## config.mk

```make
export PLATFORM = sky130hd
export DESIGN_NAME = codec_ber_sequencer
export DESIGN_NICKNAME = d
export VERILOG_FILES = /design/src/rtl/codec_ber_pkg.sv /design/src/rtl/codec_ber_sequencer_watchdog.sv /design/src/rtl/codec_ber_sequencer.sv
export SDC_FILE = /design/constraint.sdc
export NUM_CORES = 1
export LEC_CHECK = 0
export CORE_ASPECT_RATIO = 1.5
export CORE_UTILIZATION = 30
export DETAILED_ROUTE_END_ITERATION = 16
export GPL_ROUTABILITY_DRIVEN = 0
export HOLD_SLACK_MARGIN = 0.02
export PLACE_DENSITY = 0.54
export SYNTH_ARGS = -nofsm -noshare
export SYNTH_HDL_FRONTEND = slang
export SYNTH_SLANG_ARGS = --single-unit
```

## constraint.sdc

```tcl
create_clock -name clk -period 4.17 [get_ports clk]
set_input_delay 0.834 -clock clk [delete_from_list [all_inputs] [get_ports clk]]
set_output_delay 0.834 -clock clk [all_outputs]
set_load 0.05 [all_outputs]
```

## src/rtl/codec_ber_pkg.sv

```systemverilog
// Shared types and default sizing for the codec bit-error-rate sequencer.
// Holds the sequencer state encoding and parameter defaults.
// No logic of its own.
package codec_ber_pkg;

    localparam int SAMPLE_W_DEF       = 24;
    localparam int CNT_W_DEF          = 16;
    localparam int TIMEOUT_CYCLES_DEF = 64;

    typedef enum logic [2:0] {
        ST_IDLE     = 3'd0,
        ST_CLEAR    = 3'd1,
        ST_FETCH    = 3'd2,
        ST_COMPRESS = 3'd3,
        ST_EXPAND   = 3'd4,
        ST_COMPARE  = 3'd5,
        ST_DONE     = 3'd6
    } seq_state_t;

    // A run is in progress anywhere between the counter clear and the compare strobe.
    function automatic logic is_busy(input seq_state_t s);
        return (s == ST_CLEAR) || (s == ST_FETCH) || (s == ST_COMPRESS) ||
               (s == ST_EXPAND) || (s == ST_COMPARE);
    endfunction

endpackage

```

## src/rtl/codec_ber_sequencer_watchdog.sv

```systemverilog
// Cycle watchdog for a codec handshake: counts enabled cycles since the last clear.
// expired is combinational and rises on the TIMEOUT_CYCLES-th enabled cycle.
// No backpressure; the counter saturates while expired until the next clear.
module handshake_watchdog
    import codec_ber_pkg::*;
#(
    parameter int TIMEOUT_CYCLES = TIMEOUT_CYCLES_DEF
) (
    input  logic clk,
    input  logic reset,
    input  logic clear,
    input  logic enable,
    output logic expired
);

    localparam int CW = (TIMEOUT_CYCLES < 2) ? 1 : $clog2(TIMEOUT_CYCLES + 1);
    localparam logic [CW-1:0] LAST = CW'(TIMEOUT_CYCLES - 1);

    logic [CW-1:0] cnt_q;
    logic [CW-1:0] cnt_d;

    assign expired = enable && (cnt_q == LAST);

    // Restart on every state entry, otherwise count enabled cycles up to the limit.
    always_comb begin
        cnt_d = cnt_q;
        if (clear) begin
            cnt_d = '0;
        end else if (enable && !expired) begin
            cnt_d = cnt_q + 1'b1;
        end
    end

    // Counter register, async active-low reset.
    always_ff @(posedge clk or negedge reset) begin
        if (!reset) begin
            cnt_q <= '0;
        end else begin
            cnt_q <= cnt_d;
        end
    end

endmodule

```

## src/rtl/codec_ber_sequencer.sv

```systemverilog
// Sequences samples through an external compressor/expander pair and strobes an error counter.
// One sample per FETCH..COMPARE loop; latency set by the codec handshakes, bounded by the watchdog.
// Source is backpressured via sample_ready (FETCH only); abort overrides every handshake.
module codec_ber_sequencer
    import codec_ber_pkg::*;
#(
    parameter int SAMPLE_W       = SAMPLE_W_DEF,
    parameter int CNT_W          = CNT_W_DEF,
    parameter int TIMEOUT_CYCLES = TIMEOUT_CYCLES_DEF
) (
    input  logic                clk,
    input  logic                reset,
    input  logic                start,
    input  logic                abort,
    input  logic [CNT_W-1:0]    num_samples,
    input  logic                sample_valid,
    input  logic [SAMPLE_W-1:0] sample_in,
    output logic                sample_ready,
    output logic                comp_read,
    input  logic                comp_write,
    output logic                exp_read,
    input  logic                exp_write,
    input  logic [SAMPLE_W-1:0] exp_data,
    output logic [SAMPLE_W-1:0] comp_data,
    output logic [SAMPLE_W-1:0] test_pattern,
    output logic                cmp_reset,
    output logic                cmp_change,
    output logic                cmp_enable,
    input  logic                error_flag,
    output logic                busy,
    output logic                done,
    output logic                timeout,
    output logic                err_stop,
    output logic [CNT_W-1:0]    sample_count
);

    seq_state_t          state_q, state_d;
    logic [CNT_W-1:0]    num_q, num_d;
    logic [CNT_W-1:0]    count_q, count_d;
    logic [CNT_W-1:0]    count_inc;
    logic [SAMPLE_W-1:0] comp_data_q, comp_data_d;
    logic [SAMPLE_W-1:0] test_pattern_q, test_pattern_d;
    logic                timeout_q, timeout_d;
    logic                err_stop_q, err_stop_d;

    logic                wd_clear;
    logic                wd_enable;
    logic                wd_expired;

    assign count_inc = count_q + 1'b1;

    // The watchdog restarts whenever the state changes, so each handshake gets a fresh budget.
    assign wd_clear  = (state_d != state_q);
    assign wd_enable = (state_q == ST_COMPRESS) || (state_q == ST_EXPAND);

    handshake_watchdog #(
        .TIMEOUT_CYCLES (TIMEOUT_CYCLES)
    ) u_watchdog (
        .clk     (clk),
        .reset   (reset),
        .clear   (wd_clear),
        .enable  (wd_enable),
        .expired (wd_expired)
    );

    // Next-state and datapath update; abort wins over every handshake, a write wins over the watchdog.
    always_comb begin
        state_d        = state_q;
        num_d          = num_q;
        count_d        = count_q;
        comp_data_d    = comp_data_q;
        test_pattern_d = test_pattern_q;
        timeout_d      = timeout_q;
        err_stop_d     = err_stop_q;

        case (state_q)
            ST_IDLE, ST_DONE: begin
                if (start) begin
                    num_d      = num_samples;
                    count_d    = '0;
                    timeout_d  = 1'b0;
                    err_stop_d = 1'b0;
                    state_d    = (num_samples == '0) ? ST_DONE : ST_CLEAR;
                end
            end
            ST_CLEAR: begin
                state_d = abort ? ST_DONE : ST_FETCH;
            end
            ST_FETCH: begin
                if (abort) begin
                    state_d = ST_DONE;
                end else if (sample_valid) begin
                    comp_data_d = sample_in;
                    state_d     = ST_COMPRESS;
                end
            end
            ST_COMPRESS: begin
                if (abort) begin
                    state_d = ST_DONE;
                end else if (comp_write) begin
                    state_d = ST_EXPAND;
                end else if (wd_expired) begin
                    timeout_d = 1'b1;
                    state_d   = ST_DONE;
                end
            end
            ST_EXPAND: begin
                if (abort) begin
                    state_d = ST_DONE;
                end else if (exp_write) begin
                    test_pattern_d = exp_data;
                    state_d        = ST_COMPARE;
                end else if (wd_expired) begin
                    timeout_d = 1'b1;
                    state_d   = ST_DONE;
                end
            end
            ST_COMPARE: begin
                if (abort) begin
                    state_d = ST_DONE;
                end else begin
                    count_d = count_inc;
                    if ((count_inc == num_q) || error_flag) begin
                        err_stop_d = error_flag;
                        state_d    = ST_DONE;
                    end else begin
                        state_d = ST_FETCH;
                    end
                end
            end
            default: begin
                state_d = ST_IDLE;
            end
        endcase
    end

    // Strobes are decoded from the current state; the ones abort can cancel are gated by it.
    always_comb begin
        sample_ready = (state_q == ST_FETCH) && !abort;
        comp_read    = (state_q == ST_COMPRESS);
        exp_read     = (state_q == ST_EXPAND);
        cmp_reset    = (state_q == ST_CLEAR);
        cmp_change   = (state_q == ST_COMPARE) && !abort;
        busy         = is_busy(state_q);
        cmp_enable   = is_busy(state_q);
        done         = (state_q == ST_DONE);
    end

    assign comp_data    = comp_data_q;
    assign test_pattern = test_pattern_q;
    assign timeout      = timeout_q;
    assign err_stop     = err_stop_q;
    assign sample_count = count_q;

    // State and datapath registers, async active-low reset back to an empty IDLE.
    always_ff @(posedge clk or negedge reset) begin
        if (!reset) begin
            state_q        <= ST_IDLE;
            num_q          <= '0;
            count_q        <= '0;
            comp_data_q    <= '0;
            test_pattern_q <= '0;
            timeout_q      <= 1'b0;
            err_stop_q     <= 1'b0;
        end else begin
            state_q        <= state_d;
            num_q          <= num_d;
            count_q        <= count_d;
            comp_data_q    <= comp_data_d;
            test_pattern_q <= test_pattern_d;
            timeout_q      <= timeout_d;
            err_stop_q     <= err_stop_d;
        end
    end

endmodule

```

Yosys cells after proc, flatten, opt, wreduce, memory -nomap -nowiden:

Cells that the tools add are included.

* eq/ne operators: 16
* mux-type cells: 28
* bitwise operators: 1
* add/sub/neg operators: 2
* reductions and logical operators: 24

Operator list (count)
* 3-bit two-way mux: 12
* 16-bit two-way mux: 2
* 16-bit one-hot mux with 2 select lines: 1
* 3-bit one-hot mux with 6 select lines: 1
* 16-bit by 1-bit adder with 16-bit output (second input constant): 1
* 16-bit == test: 1
* 16-bit zero test: 1
* 7-bit two-way mux: 2
* 2-bit != test (second input constant): 7
* 3-bit == test (second input constant): 3
* 3-bit AND reduction: 3
* 1-bit two-way mux: 8
* 7-bit by 1-bit adder with 7-bit output (second input constant): 1
* 7-bit by 6-bit == test with 1-bit output (second input constant): 1
* 3-bit by 2-bit == test with 1-bit output (second input constant): 2
* 1-bit logical OR: 6
* 6-bit AND reduction: 1
* 1-bit logical AND: 4
* 4-bit AND reduction: 1
* 2-bit nonzero test: 2
* 3-bit by 1-bit == test with 1-bit output (second input constant): 1
* 3-bit zero test: 1
* 3-bit != test: 1
* 1-bit one-hot mux with 3 select lines: 1
* other kinds (6): 7

* input bits: 72
* bits in registers: 92
* output and inout port bits: 74
* logic and storage cells: 79

Longest topological paths before layout:

* word-level depth: 9
* mapped depth: 8
* gate-level depth less buffers: 7

Modules after synthesis:

From an unflattened synthesis, not the netlist that was laid out.

* cell total of the unflattened synthesis: 411
* area total of the unflattened synthesis: 4576.9 sq um

Modules (own cells, without submodules)
* codec_ber_sequencer: sequential area each 2127.0 sq um, times used 1, cells each 372, area an instance 4186.5 sq um
* handshake_watchdog: sequential area each 175.2 sq um, times used 1, cells each 39, area an instance 390.4 sq um

Least setup slack after synthesis:

OpenSTA, ideal clock, no wires.

* path type: register to output
* start point: reg state_q[2]
* end point: out cmp_enable
* data arrival time: 1.783 ns
* setup slack: 1.553 ns
* path buffers: 2
* required time: 3.336 ns
* cell stages (with the launch flop): 4
* cell sequence: dfrtp_1 clkbuf_1 a21oi_1 buf_4

* longest elaborated chain between the ends: 5
* elaborated cells on any way between the ends: 9
* classes of those cells: eq/ne (5); reduce/logical (4)

RTL lines
* start, declared: RTL line codec_ber_sequencer.sv:37 `seq_state_t state_q, state_d;`
* start signal, assigned: RTL line codec_ber_sequencer.sv:166 `state_q <= state_d;`
* 3-bit by 1-bit == test with 1-bit output / 3-bit by 2-bit == test with 1-bit output (equally long branches)
* 1-bit logical OR (3 in series)
* 1-bit logical OR (*)
* end, declared: RTL line codec_ber_sequencer.sv:28 `output logic cmp_enable,`

Every way passes the cells marked *; elsewhere a longest branch is shown, timed or not.

Worst setup path after layout:

* start point: in abort
* end point: out cmp_change

* longest elaborated chain between the ends: 2

RTL lines
* start, declared: RTL line codec_ber_sequencer.sv:14 `input logic abort,`
* 1-bit zero test: RTL line codec_ber_sequencer.sv:143 `cmp_change = (state_q == ST_COMPARE) && !abort;`
* 1-bit logical AND: RTL line codec_ber_sequencer.sv:143
* end, declared: RTL line codec_ber_sequencer.sv:27 `output logic cmp_change,`

No other way between the ends.

==> flow_metrics.env <==
export IMPL_cts_hold_buf=0
export IMPL_final_cell_mix="clkdlybuf4s50_1 (143), dfrtp_1 (92), mux2_2 (64), o21ai_0 (29), nand2_1 (23)"
export IMPL_synth_warnings=0
export IMPL_p_per_area_nw_per_um2=776
export IMPL_die_h_um=154
export IMPL_final_common_cell="clkdlybuf4s50_1"
export IMPL_die_area_um2=16000
export IMPL_antenna_found_initial=0
export IMPL_clk_pin_slew_ps=60
export IMPL_cp_start_kind="input port"
export IMPL_post_cts_setup_buffers=0
export IMPL_synth_area_leaders="dfrtp_1 (50%), mux2_2 (16%), o21ai_0 (3.1%)"
export IMPL_drive_above_1_share_pct=17.9
export IMPL_core_area_um2=15100
export IMPL_seqCellArea_um2=2300
export IMPL_hold_viol=0
export IMPL_synthArstFlopShare_pct=100
export IMPL_ctsResizeCount=0
export IMPL_final_period_utilization_pct=84.0
export IMPL_grt_pass1_vias=3965
export IMPL_wl_per_cell_um=16.9
export IMPL_ff2ff_setup_slack_ps=1590
export IMPL_grt_pass1_wl_um=20600
export IMPL_initial_utilization_pct=30.8
export IMPL_hpwlAfterDp_um=9480
export IMPL_clkLatencyLatePin_ps=350
export IMPL_syn_cell_area_um2=4630
export IMPL_timing_critical_path_arrival_ps=2670
export IMPL_cts_root_buffer_cell="clkbuf_16"
export IMPL_synth_ff_type="dfrtp_1"
export IMPL_pin_count=146
export IMPL_synth_compound_area_share_pct=11.2
export IMPL_drv_cap=0
export IMPL_ys_seq_elements=92
export IMPL_crit_path_end_kind="output pin"
export IMPL_synth_edf_count=0
export IMPL_synthCells=416
export IMPL_synthDominantCellAreaShare_pct=49.7
export IMPL_first_pass_iters=4
export IMPL_holdWs_ps=502
export IMPL_nNetsFinal=628
export IMPL_hold_path_class="flip-flop to flip-flop"
export IMPL_irDropWorstVdd_v=0.000443
export IMPL_seq_area_frac_synth_pct=49.7
export IMPL_setup_tns_ps=0
export IMPL_totalWireLength_um=12800
export IMPL_cp_max_fo=21
export IMPL_fmax_ghz=0.286
export IMPL_synth_top_family_by_area="multiplexers"
export IMPL_htree_levels=3
export IMPL_die_w_um=103
export IMPL_syn2layout_area_growth_pct=42.7
export IMPL_rows=55
export IMPL_grt_max_degree=71
export IMPL_numCtsBuffers=9
export IMPL_synth_top_area_cell="dfrtp_1"
export IMPL_status="finished, final reports clean"
export IMPL_finalSetupViolations=0
export IMPL_tightestPinTransition_ps=923
export IMPL_drc=0
export IMPL_num_antenna_cells=0
export IMPL_synth_xor_area_share_pct=4.16
export IMPL_synth_cell_types=65
export IMPL_slew_violations=0
export IMPL_synthMuxAreaShare_pct=15.8
export IMPL_p_leak_nw=2.65
export IMPL_grt_overflow_total=0
export IMPL_drt_iter0_markers=122
export IMPL_vias_per_cell=4.99
export IMPL_cp_required_ps=3340
export IMPL_synth_simple_area_share_pct=15.3
export IMPL_slew_headroom_pct=38.5
export IMPL_clock_path_buffers=2
export IMPL_multi_input_area_um2=2180
export IMPL_clock_sinks=92
export IMPL_grt_total_usage_pct=17.1
export IMPL_cts_tree="yes"
export IMPL_num_vias=3786
export IMPL_finalClockSkew_ps=9.65
export IMPL_io_buffer_count=145
export IMPL_rsz0062_at_grt="false"
export IMPL_fill_cells=1458
export IMPL_synth_net_count=490
export IMPL_postSynthAreaPerCell_um2=11.1
export IMPL_fin_crit_ps=3500
export IMPL_ant_nets=0
export IMPL_synthAdderAreaFrac_pct=0.540
export IMPL_critical_path_class="input port to output pin"
-- worst paths after layout --
path / from / to / depth (start not counted)
hold / removal: test_pattern[11] / test_pattern[11] / 1
setup / recovery: abort / cmp_change / 4
min in group asynchronous: reset / num_q[6] / 1
max in group asynchronous: reset / comp_data[15] / 2
setup reg to reg: state_q[1] / sample_count[13] / 6
hold reg to reg: test_pattern[11] / test_pattern[11] / 1
-- state kept, by name (all words and copies together), names as in the netlist --
signal / cells
u_watchdog.cnt_q: 7
test_pattern: 24
num_q: 16
timeout: 1
state_q: 3
err_stop: 1
comp_data: 24
sample_count: 16
-- routing by layer --
metal / GRT usage (%) / routed length, um / up-vias
li1: - / - / 1794
met1: 18.6 / 4900 / 1856
met2: 30.5 / 6930 / 121
met3: 4.07 / 697 / 15
met4: 7.85 / 265 / 0
met5: 0 / 0 / -
-- cells by family (layout without fill, tap and decap cells) --
group,Yosys count,after routing
adders and majority gates,2,2
muxes,65,65
AOI/OAI and AO/OA,77,77
xor gates and xnor gates,22,22
and+or+nand+nor,127,127
buffers and inverters,31,174
DFF,92,92
-- worst max-delay path, stage by stage --
cell and delay (ps):
clkdlybuf4s50_1 710, or2_2 430, clkinv_1 380, buf_4 310
-- Yosys cell counts (2+ instances only) --
| library cell | n |
|---|---|
| nand3b_1 | 5 |
| nor3_1 | 18 |
| nor3b_1 | 3 |
| o211ai_1 | 2 |
| clkbuf_1 | 8 |
| buf_2 | 11 |
| o21ai_0 | 29 |
| nor2b_1 | 4 |
| nand4_1 | 5 |
| nor4_1 | 5 |
| ha_1 | 2 |
| or4_1 | 3 |
| a31oi_1 | 5 |
| xnor2_1 | 10 |
| or4b_1 | 2 |
| and3_1 | 3 |
| and3b_1 | 2 |
| mux2_2 | 64 |
| nand3_1 | 11 |
| inv_1 | 7 |
| or3_1 | 4 |
| o21ai_1 | 3 |
| buf_6 | 3 |
| o31ai_1 | 2 |
| nand2_1 | 23 |
| nor2_1 | 22 |
| nand2b_1 | 2 |
| a21oi_1 | 9 |
| a22o_1 | 2 |
| and2_1 | 4 |
| dfrtp_1 | 92 |
| o21a_1 | 3 |
| o41ai_1 | 5 |
| xor2_1 | 12 |
-- power breakdown --
part           switching [mW]  total [mW]  internal, mW
logic                    1.59        2.60          1.01
clock network           0.369        1.02         0.652
registers               0.273        1.51          1.23
-- through the flow --
stage	std cells	utilization (%)	total power [mW]	cell area, um2	worst slack, ps
floorplan	416	-	3.28	4630	1550
detailed placement	742	41.4	4.14	6240	685
CTS	758	43.9	5.20	6610	667
finish	758	43.9	5.13	6610	668
global route	758	43.9	5.40	6610	531
global placement	742	41.4	4.11	6240	675
-- cell type report --
cell class	instances	area share, %
Sequential cell	92	34.8
Inverter	8	0.454
Multi-Input combinational cell	293	32.9
Timing Repair Buffer	150	22.4
Clock inverter	7	2.21
Clock buffer	9	3.41
Tap cell	199	3.77
Note: power is estimated with default switching activity, not from simulation.
==> RTL edit, RTL diff (config.mk and constraints unchanged) <==
Encoding of `seq_state_t`: now Gray code (3 bits for 7 states).
--- a/src/rtl/codec_ber_pkg.sv
+++ b/src/rtl/codec_ber_pkg.sv
@@ -8,13 +8,13 @@
     localparam int TIMEOUT_CYCLES_DEF = 64;
 
     typedef enum logic [2:0] {
-        ST_IDLE     = 3'd0,
-        ST_CLEAR    = 3'd1,
-        ST_FETCH    = 3'd2,
-        ST_COMPRESS = 3'd3,
-        ST_EXPAND   = 3'd4,
-        ST_COMPARE  = 3'd5,
-        ST_DONE     = 3'd6
+        ST_IDLE     = 3'b000,
+        ST_CLEAR    = 3'b001,
+        ST_FETCH    = 3'b011,
+        ST_COMPRESS = 3'b010,
+        ST_EXPAND   = 3'b110,
+        ST_COMPARE  = 3'b111,
+        ST_DONE     = 3'b101
     } seq_state_t;
 
     // A run is in progress anywhere between the counter clear and the compare strobe.
Function: no difference found for any inputs over 4 cycles, from zero or initial values and one cycle with reset low; so few cycles prove little.
==> RTL edit against the original RTL <==
  * Synthesized area decreased by 1.8%
  * Sequential power is 7% lower
  * Sequential cell count is the same
  * Design area fell by 1.9%
  * Via count shrank 3.2%
  * Wire length is 1.3% lower
  * Die area decreased by 1.8%
  * Worst setup slack gained 75 ps
  * Total power is 13% lower
  * Critical endpoint is now sample_ready
  * Largest cell class unchanged
==> RTL edit: results (changes against the original RTL) <==
Critical Path AT 2590 ps (was 2670 ps); setup slack, reg-to-reg 1170 ps (was 1590 ps); post-synthesis xor/xnor area fraction 5.97% (was 4.16%); Critical Path End sample_ready (was cmp_change); pre-CTS setup slack 753 ps (was 685 ps); hold path startpoint test_pattern[18]$_DFFE_PN0P_ (was test_pattern[11]$_DFFE_PN0P_); most instantiated cells after synthesis dfrtp_1 (92), mux2_2 (64), nand2_1 (28) (was dfrtp_1 (92), mux2_2 (64), o21ai_0 (29)); relative slew slack 36.6% (was 38.5%); met1 WL 4860 um (was 4900 um); M1 GR Usage 19.3% (was 18.6%); # fillers 1441 (was 1458); HPWL after detailed placement 9480 um (about the same); first-pass GRT wire length 20600 um (about the same); M2 GR Usage 30.4% (was 30.5%); clock-net power 856 uW (was 1.02 mW); Synth cell types 54 (was 65); met3 WL 650 um (was 697 um); initial antenna violation count 1 (was 0); routed wl met2 6840 um (was 6930 um); dpl cell area 6180 sq um (was 6240 sq um); Gate power share 49.4% (was 50.7%); Syn Nets 478 (was 490); FF-to-FF End u_watchdog.cnt_q[0]$_DFFE_PN0P_ (was sample_count[13]$_DFFE_PN0P_); final net count 617 (was 628); switching power 1.94 mW (was 2.23 mW); share of layout cells above drive strength 1 17.2% (was 17.9%); maximum fanout along the worst path 9 (was 21); path depth of the worst reg2reg path 8 (was 6); status finished clean (unchanged); worst hold path type reg -> reg (unchanged); vias in the first global route 3919 (was 3965); worst r2r src sample_count[0]$_DFFE_PN0P_ (was state_q[1]$_DFF_PN0_); Leakage 2.65 nW (about the same); Worst VDD drop 0.466 mV (was 0.443 mV); Min-Delay Endpoint test_pattern[18]$_DFFE_PN0P_ (was test_pattern[11]$_DFFE_PN0P_); Synth Area in Adders 0.550% (was 0.540%); top post-synthesis cells by area dfrtp_1 (51%), mux2_2 (16%), xor2_1 (3.1%), xnor2_1 (2.9%), o21ai_0 (2.9%) (was dfrtp_1 (50%), mux2_2 (16%), o21ai_0 (3.1%), xor2_1 (2.3%), nor3_1 (1.9%)); Final period util 82.2% (was 84.0%)
RTL edit: changes by cell type after synthesis, sizes merged, moves of 5 or more:
cell and delta:
clkbuf +8, nand2 +5, buf -8, o31ai +8, xnor2 +5, o21ai -6
RTL edit: worst max-delay path, cell delays in order:
cell,delay [ps]
clkdlybuf4s50_1,570
nor3_1,330
clkdlybuf4s50_1,860
RTL edit: layout make-up:
class / count / area share, %
well taps: 196 / 3.78
multi-input cells: 285 / 32.8
inverters: 4 / 0.231
flip-flops and latches: 92 / 35.5
clock inverters: 6 / 1.18
repair buffers: 151 / 23.0
diodes: 1 / 0.0386
clock buffers: 10 / 3.53
RTL edit: stage by stage:
stage / utilization (%) / hold WS [ps] / total power, mW / cells
after floorplan: - / 501 / 2.89 / 404
after global placement: 42.1 / 488 / 3.62 / 728
after detailed placement: 42.1 / 496 / 3.65 / 728
after CTS: 44.2 / 513 / 4.53 / 744
after global routing: 44.2 / 530 / 4.69 / 745
final: 44.2 / 505 / 4.47 / 745
